`config.mk`:
```
export PLATFORM = sky130hd
export DESIGN_NAME = lab5_fir_seq
export DESIGN_NICKNAME = d
export VERILOG_FILES = /design/src/rtl/lab5_pkg.sv /design/src/rtl/lab5_mac.sv /design/src/rtl/lab5_fir_seq.sv
export SDC_FILE = /design/constraint.sdc
export NUM_CORES = 1
export LEC_CHECK = 0
export CORE_MARGIN = 2
export CORE_UTILIZATION = 45
export CTS_BUF_LIST = sky130_fd_sc_hd__clkbuf_8
export CTS_CLUSTER_DIAMETER = 40
export CTS_CLUSTER_SIZE = 40
export DETAILED_ROUTE_END_ITERATION = 7
export PLACE_DENSITY = 0.67
export SYNTH_ARGS = -nofsm -noshare
export SYNTH_HDL_FRONTEND = slang
export SYNTH_SLANG_ARGS = --single-unit
```
`constraint.sdc`:
```
create_clock -name clk -period 6.75 [get_ports clk]
set_input_delay 1.6875 -clock clk [delete_from_list [all_inputs] [get_ports clk]]
set_output_delay 1.6875 -clock clk [all_outputs]
set_load 0.01 [all_outputs]
```
`src/rtl/lab5_pkg.sv`:
```
// Shared types and constants for the sequenced 3-tap weighted sum.
// Coefficients are signed 1.11 fixed point.
package lab5_pkg;

    localparam int DATA_W = 10;
    localparam int COEF_W = 12;
    localparam int FRAC_W = 11;
    localparam int ACC_W  = 24;

    typedef logic signed [COEF_W-1:0] coef_t;

    localparam coef_t K1 = 12'hC00;
    localparam coef_t K2 = 12'h500;
    localparam coef_t K3 = 12'hC00;

    typedef enum logic [2:0] {
        IDLE,
        MAC1,
        MAC2,
        MAC3,
        OUT
    } state_t;

    localparam logic [1:0] SEL_X1 = 2'd0;
    localparam logic [1:0] SEL_X2 = 2'd1;
    localparam logic [1:0] SEL_X3 = 2'd2;

`ifdef LAB5_SAT_EN
    localparam logic signed [ACC_W-1:0] Y_MAX = ACC_W'(2**(DATA_W-1) - 1);
    localparam logic signed [ACC_W-1:0] Y_MIN = -ACC_W'(2**(DATA_W-1));
`endif

    // Drop the fraction bits (floor) and fit the result into DATA_W.
    function automatic logic [DATA_W-1:0] reduce(input logic signed [ACC_W-1:0] a);
`ifdef LAB5_SAT_EN
        logic signed [ACC_W-1:0] s;
        s = a >>> FRAC_W;
        if (s > Y_MAX)
            return Y_MAX[DATA_W-1:0];
        else if (s < Y_MIN)
            return Y_MIN[DATA_W-1:0];
        else
            return s[DATA_W-1:0];
`else
        return DATA_W'(a >>> FRAC_W);
`endif
    endfunction

endpackage

```
`src/rtl/lab5_mac.sv`:
```
// Shared multiply-accumulate: selects one tap and its coefficient,
// multiplies signed and accumulates with synchronous clear and enable.
module lab5_mac
    import lab5_pkg::*;
(
    input  logic              clk,
    input  logic              reset,
    input  logic              clr,
    input  logic              en,
    input  logic [1:0]        sel,
    input  logic [DATA_W-1:0] x1,
    input  logic [DATA_W-1:0] x2,
    input  logic [DATA_W-1:0] x3,
    output logic [ACC_W-1:0]  sum
);

    logic [DATA_W-1:0]         x;
    coef_t                     k;
    logic signed [COEF_W-1:0]  xs;
    logic signed [2*COEF_W-1:0] prod;
    logic signed [ACC_W-1:0]   term;
    logic signed [ACC_W-1:0]   acc;

    always_comb begin
        x = x1;
        k = K1;
        case (sel)
            SEL_X1: begin x = x1; k = K1; end
            SEL_X2: begin x = x2; k = K2; end
            SEL_X3: begin x = x3; k = K3; end
            default: begin x = x1; k = K1; end
        endcase
    end

    assign xs   = {{(COEF_W-DATA_W){x[DATA_W-1]}}, x};
    assign prod = k * xs;
    assign term = ACC_W'(prod);
    assign sum  = acc + term;

    always_ff @(posedge clk or posedge reset) begin
        if (reset)
            acc <= '0;
        else if (clr)
            acc <= '0;
        else if (en)
            acc <= sum;
    end

endmodule

```
`src/rtl/lab5_fir_seq.sv`:
```
// Time-multiplexed 3-tap weighted sum with valid/ready on both sides.
// Define LAB5_SAT_EN to saturate y instead of wrapping it.
module lab5_fir_seq
    import lab5_pkg::*;
(
    input  logic              clk,
    input  logic              reset,
    input  logic [DATA_W-1:0] in_data,
    input  logic              in_valid,
    output logic              in_ready,
    output logic [DATA_W-1:0] y,
    output logic              out_valid,
    input  logic              out_ready
);

    state_t            state;
    state_t            state_next;
    logic [DATA_W-1:0] x1;
    logic [DATA_W-1:0] x2;
    logic [DATA_W-1:0] x3;
    logic              load;
    logic              mac_clr;
    logic              mac_en;
    logic [1:0]        mac_sel;
    logic [ACC_W-1:0]  sum;

    always_comb begin
        state_next = state;
        load       = 1'b0;
        mac_clr    = 1'b0;
        mac_en     = 1'b0;
        mac_sel    = SEL_X1;
        case (state)
            IDLE: begin
                if (in_valid) begin
                    load       = 1'b1;
                    mac_clr    = 1'b1;
                    state_next = MAC1;
                end
            end
            MAC1: begin
                mac_en     = 1'b1;
                mac_sel    = SEL_X1;
                state_next = MAC2;
            end
            MAC2: begin
                mac_en     = 1'b1;
                mac_sel    = SEL_X2;
                state_next = MAC3;
            end
            MAC3: begin
                mac_en     = 1'b1;
                mac_sel    = SEL_X3;
                state_next = OUT;
            end
            OUT: begin
                if (out_ready)
                    state_next = IDLE;
            end
            default: state_next = IDLE;
        endcase
    end

    assign in_ready  = (state == IDLE);
    assign out_valid = (state == OUT);

    always_ff @(posedge clk or posedge reset) begin
        if (reset)
            state <= IDLE;
        else
            state <= state_next;
    end

    always_ff @(posedge clk or posedge reset) begin
        if (reset) begin
            x1 <= '0;
            x2 <= '0;
            x3 <= '0;
        end else if (load) begin
            x3 <= x2;
            x2 <= x1;
            x1 <= in_data;
        end
    end

    // The last term lands in the accumulator on this same edge, so take the
    // combinational sum rather than the registered accumulator.
    always_ff @(posedge clk or posedge reset) begin
        if (reset)
            y <= '0;
        else if (state == MAC3)
            y <= reduce(sum);
    end

    lab5_mac u_mac (
        .clk   (clk),
        .reset (reset),
        .clr   (mac_clr),
        .en    (mac_en),
        .sel   (mac_sel),
        .x1    (x1),
        .x2    (x2),
        .x3    (x3),
        .sum   (sum)
    );

endmodule

```
==> summary.txt, run 1 <==
Synthesis
  • Post-Syn Area per Cell: 9.653 um^2
  • Syn Nets: 605
  • Mapped Area: 4846 um^2
  • #FFs+latches synth: between 50 and 60
  • Count of different cell masters after synthesis: 42
  • Seq/Total Area, Yosys: 28.92%
  • Yosys warnings: 0
  • Mapped Cells: 502

Clock network
  • Clk pin slew, worst setup/hold paths: 110 ps
  • CTS sink count: between 50 and 60
  • Clock Tree Root: clkbuf_8
  • H-tree depth: 2
  • CTS tree: done
  • Clk_lat worst skew: between 300 and 400 ps
  • TritonCTS Buffers: 5
  • Max Root-Sink Buffers: 2

Critical path
  • Crit path top cell by count: fa_1
  • Worst Path Buf+Inv: 5
  • Crit path kind: flip-flop to flip-flop
  • Worst EP required: 6920 ps
  • Largest stage delay, worst path: 610 ps
  • CP top delay family: adder cells
  • Crit path DAT: ~6500 ps
  • CP endpoint kind: flip-flop
  • Slowest CP cell: fa_1
  • Kind of launch point of the worst setup path: flip-flop
  • Crit-path cells: nand2b_2 -> buf_4 -> nand2_1 -> o21ai_1 -> fa_1 -> inv_1 -> fa_1 -> inv_1 -> fa_1 -> fa_1 -> inv_1 -> fa_1 -> inv_1 -> ha_1 -> o21ai_0 -> nor3_1 -> nor2_1 -> xnor2_1 -> ha_1 -> a21o_1 -> a21o_1 -> a41o_1 -> xnor2_1 -> o21ai_1
  • Critical path peak fanout: 11

Timing
  • Final hold vios: 0
  • Maximum clock rate: 157.5 MHz
  • Final setup violation count: 0
  • Min Tclk post-route: 6349 ps
  • Setup_tns: 0 ps
  • Worst-margin pin slew: 825.0 ps
  • Fin. max-slew vios: 0
  • Period utilization: 94.05%
  • Clk_skew: 17.02 ps
  • Unrepaired setup endpoints after global routing: false
  • Final setup margin: about 400 ps
  • Max_slew headroom: a little under half

Drt
  • Wire per inst: 13.37 um
  • Drt total wl: slightly below 9000 um
  • Drt drc: 0
  • ANT nets after route: 0
  • Initial drt markers: between 80 and 90
  • Total number of vias: around 3.4k
  • DR pass1 iterations: 4
  • Average vias per placed instance: between 5 and 6

Floorplanning
  • Die ar.: around 12000 um^2
  • Die outline height: between 100 and 150 um
  • Starting Density: 46.73%
  • Ports: 26
  • Std cell rows: 37
  • Core area: 10370 um^2
  • Die W: 107.8 um

Hold path
  • HP Class: flip-flop to flip-flop

Finish
  • Nets: 628
  • Ant. Diodes: 0
  • Share of layout cells above drive strength 1: 4.753%
  • Area grow syn2layout: 11.13%
  • Area of the multi-input gates: 3126 um^2
  • Register area: between 1000 and 1500 um^2
  • Fillers: 972
  • Utilization after layout: 51.93%

Placed design
  • Placer Congestion: 0.8447
  • Place WS: 283.9 ps
  • Hpwl dp: 7307 um
  • # port buffers: 25

Global routing
  • Grt ovf: 0
  • Via count of the first global-routing pass: 3419
  • Largest net degree at the start of global routing: 57
  • All-Layer GR Usage: 16.28%
  • Global-route wire length before repair: approximately 15000 um
  • Initial antenna violation count: 0

Job
  • Max Cap Viol: 0

Outcome
  • Status: completed
[worst reg2reg max path: stages (launching register included)]
cell and delay (ps):
dfrtp_1 460, nand2b_2 290, buf_4 210, nand2_1 90
o21ai_1 120, fa_1 610, inv_1 120, fa_1 550
inv_1 60, fa_1 500, fa_1 550, inv_1 50
fa_1 530, inv_1 40, ha_1 330, o21ai_0 120
nor3_1 210, nor2_1 70, xnor2_1 120, ha_1 330
a21o_1 180, a21o_1 170, a41o_1 210, xnor2_1 190
o21ai_1 90
[layout make-up]
type	instances	share of cell area (%)
repair buffers	33	5.762
clock inverters	3	0.7203
well taps	136	3.160
inverters	72	5.019
flip-flops and latches	56	26.02
clock buffers	5	1.278
multi-input cells	357	58.04
[cell usage after synthesis]
| library cell | count | area (um^2) |
|---|---|---|
| o21a_2 | 1 | 8.760 |
| a221o_1 | 1 | 10.01 |
| and2_1 | 1 | 6.260 |
| o21a_1 | 1 | 7.510 |
| o31a_1 | 1 | 8.760 |
| nand3_1 | 17 | 85.08 |
| mux2i_1 | 9 | 90.09 |
| ha_1 | 56 | 700.7 |
| mux2_1 | 22 | 247.7 |
| o21ai_1 | 40 | 200.2 |
| o21ai_2 | 1 | 8.760 |
| inv_1 | 70 | 262.8 |
| or4_1 | 2 | 15.01 |
| inv_2 | 2 | 7.510 |
| o21bai_1 | 2 | 15.01 |
| a21boi_0 | 1 | 7.510 |
| fa_1 | 33 | 660.6 |
| xor2_1 | 12 | 105.1 |
| xnor3_1 | 1 | 22.52 |
| a41o_1 | 1 | 10.01 |
| o21ai_0 | 11 | 55.05 |
| a21oi_2 | 1 | 8.760 |
| xnor2_1 | 25 | 219.0 |
| xnor2_2 | 1 | 16.27 |
| nand2b_1 | 3 | 18.77 |
| a31oi_1 | 1 | 6.260 |
| or2_1 | 1 | 6.260 |
| a22o_1 | 4 | 35.03 |
| dfrtp_1 | 56 | 1401 |
| nor3_1 | 4 | 20.02 |
| nor2_1 | 19 | 71.32 |
| a21o_1 | 9 | 67.56 |
| a21boi_1 | 3 | 22.52 |
| o211ai_1 | 2 | 15.01 |
| nand2_1 | 39 | 146.4 |
| a211oi_1 | 3 | 22.52 |
| nor2b_1 | 4 | 25.02 |
| clkbuf_1 | 13 | 48.80 |
| and3_1 | 10 | 62.56 |
| nor4_1 | 2 | 12.51 |
| a21oi_1 | 13 | 65.06 |
| buf_2 | 4 | 20.02 |
[cells by family (layout without fill, tap and decap cells)]
family	after synthesis	after routing	share of synthesized area (%)
flip-flops	56	56	28.92
AO/OA/AOI/OAI	96	96	11.85
adder cells (fa/ha/maj)	89	89	28.09
buffers and inverters	89	113	6.997
AND/OR/NAND/NOR	102	102	9.682
XOR/XNOR	39	39	7.488
multiplexers	31	31	6.971
[flip-flops by register name (all words and copies together), names as in the netlist]
signal     flops
x3            10
x2            10
y             10
u_mac.acc     13
x1            10
state          3
[placed cells by master, fill, tap and decap left out, types with 4 or more instances in the layout]
| cell | Yosys | final |
|---|---|---|
| mux2i_1 | 9 | 9 |
| nor2_1 | 19 | 19 |
| a22o_1 | 4 | 4 |
| inv_2 | 2 | 4 |
| fa_1 | 33 | 33 |
| clkdlybuf4s50_1 | 0 | 25 |
| o21ai_1 | 40 | 40 |
| nor2b_1 | 4 | 4 |
| nand3_1 | 17 | 17 |
| clkbuf_8 | 0 | 5 |
| a21o_1 | 9 | 9 |
| nor3_1 | 4 | 4 |
| ha_1 | 56 | 56 |
| inv_1 | 70 | 69 |
| mux2_1 | 22 | 22 |
| o21ai_0 | 11 | 11 |
| buf_4 | 0 | 8 |
| nand2_1 | 39 | 39 |
| xnor2_1 | 25 | 25 |
| dfrtp_1 | 56 | 56 |
| and3_1 | 10 | 10 |
| xor2_1 | 12 | 12 |
| a21oi_1 | 13 | 13 |
[worst paths after layout]
path                            startpoint       endpoint  slack [ps]  cells after the start
worst max-delay path              state[2]  u_mac.acc[20]         400                     24
worst min-delay path                  y[2]           y[2]         490                      2
worst max register to register    state[2]  u_mac.acc[20]         400                     24
worst min register to register        y[2]           y[2]         490                      2
max in group asynchronous            reset          x2[3]        4400                      3
min in group asynchronous            reset   u_mac.acc[9]        1880                      3
[through the flow]
step	std cells	hold slack, ps	instance area, um^2
finish	662	487.8	5385
global route	662	518.3	5385
CTS	662	493.0	5365
detailed placement	654	469.2	5258
global placement	654	458.4	5258
floorplan	502	458.0	4846
[metal layers]
layer / share of wire [%] / GRT usage [%] / wire length, um
met1: 50 / 22.56 / 4391
met2: 46 / 26.59 / 4114
met3: 1.9 / 2.179 / 169
met4: 2.0 / 4.853 / 175
met5: 0 / 0 / 0
[what timing repair did]
item | in CTS | in global routing
buffers inserted | 0 | 0
setup endpoints to repair | 0 | 3
gates resized for setup | 0 | 4
hold buffers | 0 | 0
Power of run 1 is not shown: default switching activity piles up to over one toggle a cycle in this logic, so the estimate is an artifact.
==> run 2, diff against run 1 <==
--- a/config.mk
+++ b/config.mk
@@ -11,6 +11,7 @@
 export CTS_CLUSTER_DIAMETER = 40
 export CTS_CLUSTER_SIZE = 40
 export DETAILED_ROUTE_END_ITERATION = 7
+export MAX_ROUTING_LAYER = met4
 export PLACE_DENSITY = 0.67
 export SYNTH_ARGS = -nofsm -noshare
 export SYNTH_HDL_FRONTEND = slang
==> run 2 against run 1 <==
- worst hold slack about the same
- utilization stayed put
- die area stayed put
- routed wire length about the same
- flip-flop and latch count stayed put
- critical endpoint unchanged
==> summary.txt, run 2 (synthesis results as in run 1) <==
Global routing
  • Global-route wire length before repair: 15300 um (about the same)
  • Grt ovf: 0 (unchanged)
  • Largest net degree at the start of global routing: 57 (unchanged)
  • Initial antenna violation count: 0 (unchanged)
  • All-Layer GR Usage: 16.73% (was 16.28%)
  • Via count of the first global-routing pass: 3420 (was 3419)

Finish
  • Leading cell type in the layout, fill and taps excluded: inv_1 (unchanged)
  • Nets: 628 (unchanged)
  • Top reg by flops: u_mac.acc (unchanged)
  • Area of the multi-input gates: 3126 um^2 (unchanged)
  • Register area: 1401 um^2 (unchanged)
  • Ant. Diodes: 0 (unchanged)
  • Share of layout cells above drive strength 1: 4.753% (unchanged)
  • Most frequent cells in the layout: inv_1 (69), ha_1 (56), dfrtp_1 (56) (unchanged)
  • Largest register FFs: 13 (unchanged)
  • Final non-filler cell total: 662 (unchanged)
  • Fillers: 972 (unchanged)
  • Area grow syn2layout: 11.13% (unchanged)

Clock network
  • # hold bufs at CTS: 0 (unchanged)
  • Post-CTS setup buffers: 0 (unchanged)
  • Post-CTS sizing: 0 (unchanged)
  • TritonCTS Buffers: 5 (unchanged)
  • Clock Tree Root: clkbuf_8 (unchanged)
  • H-tree depth: 2 (unchanged)
  • CTS tree: done (unchanged)
  • Clk pin slew, worst setup/hold paths: 110 ps (about the same)
  • CTS sink count: 56 (unchanged)
  • Clk_lat worst skew: 310 ps (about the same)
  • Max Root-Sink Buffers: 2 (unchanged)

Hold path
  • HP Class: flip-flop to flip-flop (unchanged)
  • Hold Path Stages: 2 (unchanged)
  • Min-Delay Startpoint: y[2] (unchanged)
  • Worst Hold Endpoint: y[2] (unchanged)

Critical path
  • Kind of launch point of the worst setup path: flip-flop (unchanged)
  • R2r setup slk: 400 ps (about the same)
  • Critical path peak fanout: 11 (unchanged)
  • Worst EP required: 6920 ps (about the same)
  • Reg2reg start: state[2] (unchanged)
  • Crit path kind: flip-flop to flip-flop (unchanged)
  • CP endpoint kind: flip-flop (unchanged)
  • Worst reg2reg path depth: 24 (unchanged)
  • Crit path DAT: 6520 ps (about the same)
  • RR Endpoint: u_mac.acc[20] (unchanged)

Job
  • Max Cap Viol: 0 (unchanged)

Drt
  • Drt drc: 0 (unchanged)
  • Average vias per placed instance: 5.204 (was 5.195)
  • Drt total wl: 8858 um (was 8851 um)
  • Wire per inst: 13.38 um (was 13.37 um)
  • DR pass1 iterations: 4 (unchanged)
  • Total number of vias: 3445 (was 3439)
  • ANT nets after route: 0 (unchanged)
  • Initial drt markers: 81 (unchanged)

Timing
  • Worst-margin pin slew: 825.5 ps (was 825.0 ps)
  • Fin. max-slew vios: 0 (unchanged)
  • Final hold vios: 0 (unchanged)
  • Clk_skew: 17.02 ps (about the same)
  • Min Tclk post-route: 6347 ps (was 6349 ps)
  • Max_slew headroom: 44.97% (was 45.00%)
  • Period utilization: 94.03% (was 94.05%)
  • Unrepaired setup endpoints after global routing: false (unchanged)
  • Final Hold Slack: 487.9 ps (was 487.8 ps)
  • Final setup violation count: 0 (unchanged)
  • Maximum clock rate: 157.5 MHz (about the same)
  • Setup_tns: 0 ps (unchanged)

Placed design
  • # port buffers: 25 (unchanged)
  • # placed instances: 654 (unchanged)
  • Placer Congestion: 0.8579 (was 0.8447)
  • Hpwl dp: 7307 um (unchanged)

Floorplanning
  • Starting Density: 46.73% (unchanged)
  • Die ar.: 11610 um^2 (unchanged)
  • Die outline height: 107.8 um (unchanged)
  • Ports: 26 (unchanged)
  • Core area: 10370 um^2 (unchanged)
  • Std cell rows: 37 (unchanged)
  • Die W: 107.8 um (unchanged)

Outcome
  • Status: completed (unchanged)
[run 2: cell counts in the layout (fill, tap and decap cells not counted)]
No cell type changed its count.
[run 2: layout make-up]
class                   instances  area share, %
clock buffers                   5          1.278
clock inverters                 3         0.7203
inverters                      72          5.019
multi-input cells             357          58.04
flip-flops and latches         56          26.02
well taps                     136          3.160
repair buffers                 33          5.762
[run 2: worst max path at each step]
stage	from	to	slack, ps	cells past startpoint
2_1_floorplan	state[1]	u_mac.acc[20]	600	25
3_3_place_gp	state[2]	u_mac.acc[20]	420	25
3_5_place_dp	state[2]	u_mac.acc[20]	280	25
4_1_cts	state[2]	u_mac.acc[20]	270	25
5_1_grt	state[2]	u_mac.acc[20]	10	26
6_report	state[2]	u_mac.acc[20]	400	24
[run 2: per-stage QoR]
| step | cell area, um^2 | setup WS (ps) | util (%) |
|---|---|---|---|
| 2_1_floorplan | 4846 | 595.1 | - |
| 3_3_place_gp | 5258 | 421.5 | 50.70 |
| 3_5_place_dp | 5258 | 283.9 | 50.70 |
| 4_1_cts | 5365 | 271.3 | 51.74 |
| 5_1_grt | 5385 | 14.90 | 51.93 |
| 6_report | 5385 | 402.7 | 51.93 |
[run 2: layer usage]
layer	wire, um	vias to the layer above	track usage, %
met4	173	0	4.853
met2	4125	38	26.59
met1	4357	1672	22.56
met5	0	-	-
met3	202	11	2.179
li1	-	1724	-
[run 2: critical path, stage by stage, from the launching register on]
cell and delay [ps]:
dfrtp_1 460, nand2b_2 290, buf_4 210, nand2_1 90
o21ai_1 120, fa_1 610, inv_1 110, fa_1 550
inv_1 60, fa_1 500, fa_1 550, inv_1 50
fa_1 530, inv_1 40, ha_1 330, o21ai_0 120
nor3_1 210, nor2_1 70, xnor2_1 120, ha_1 330
a21o_1 180, a21o_1 170, a41o_1 210, xnor2_1 190
o21ai_1 90
Power of run 2 is left out for the same reason.
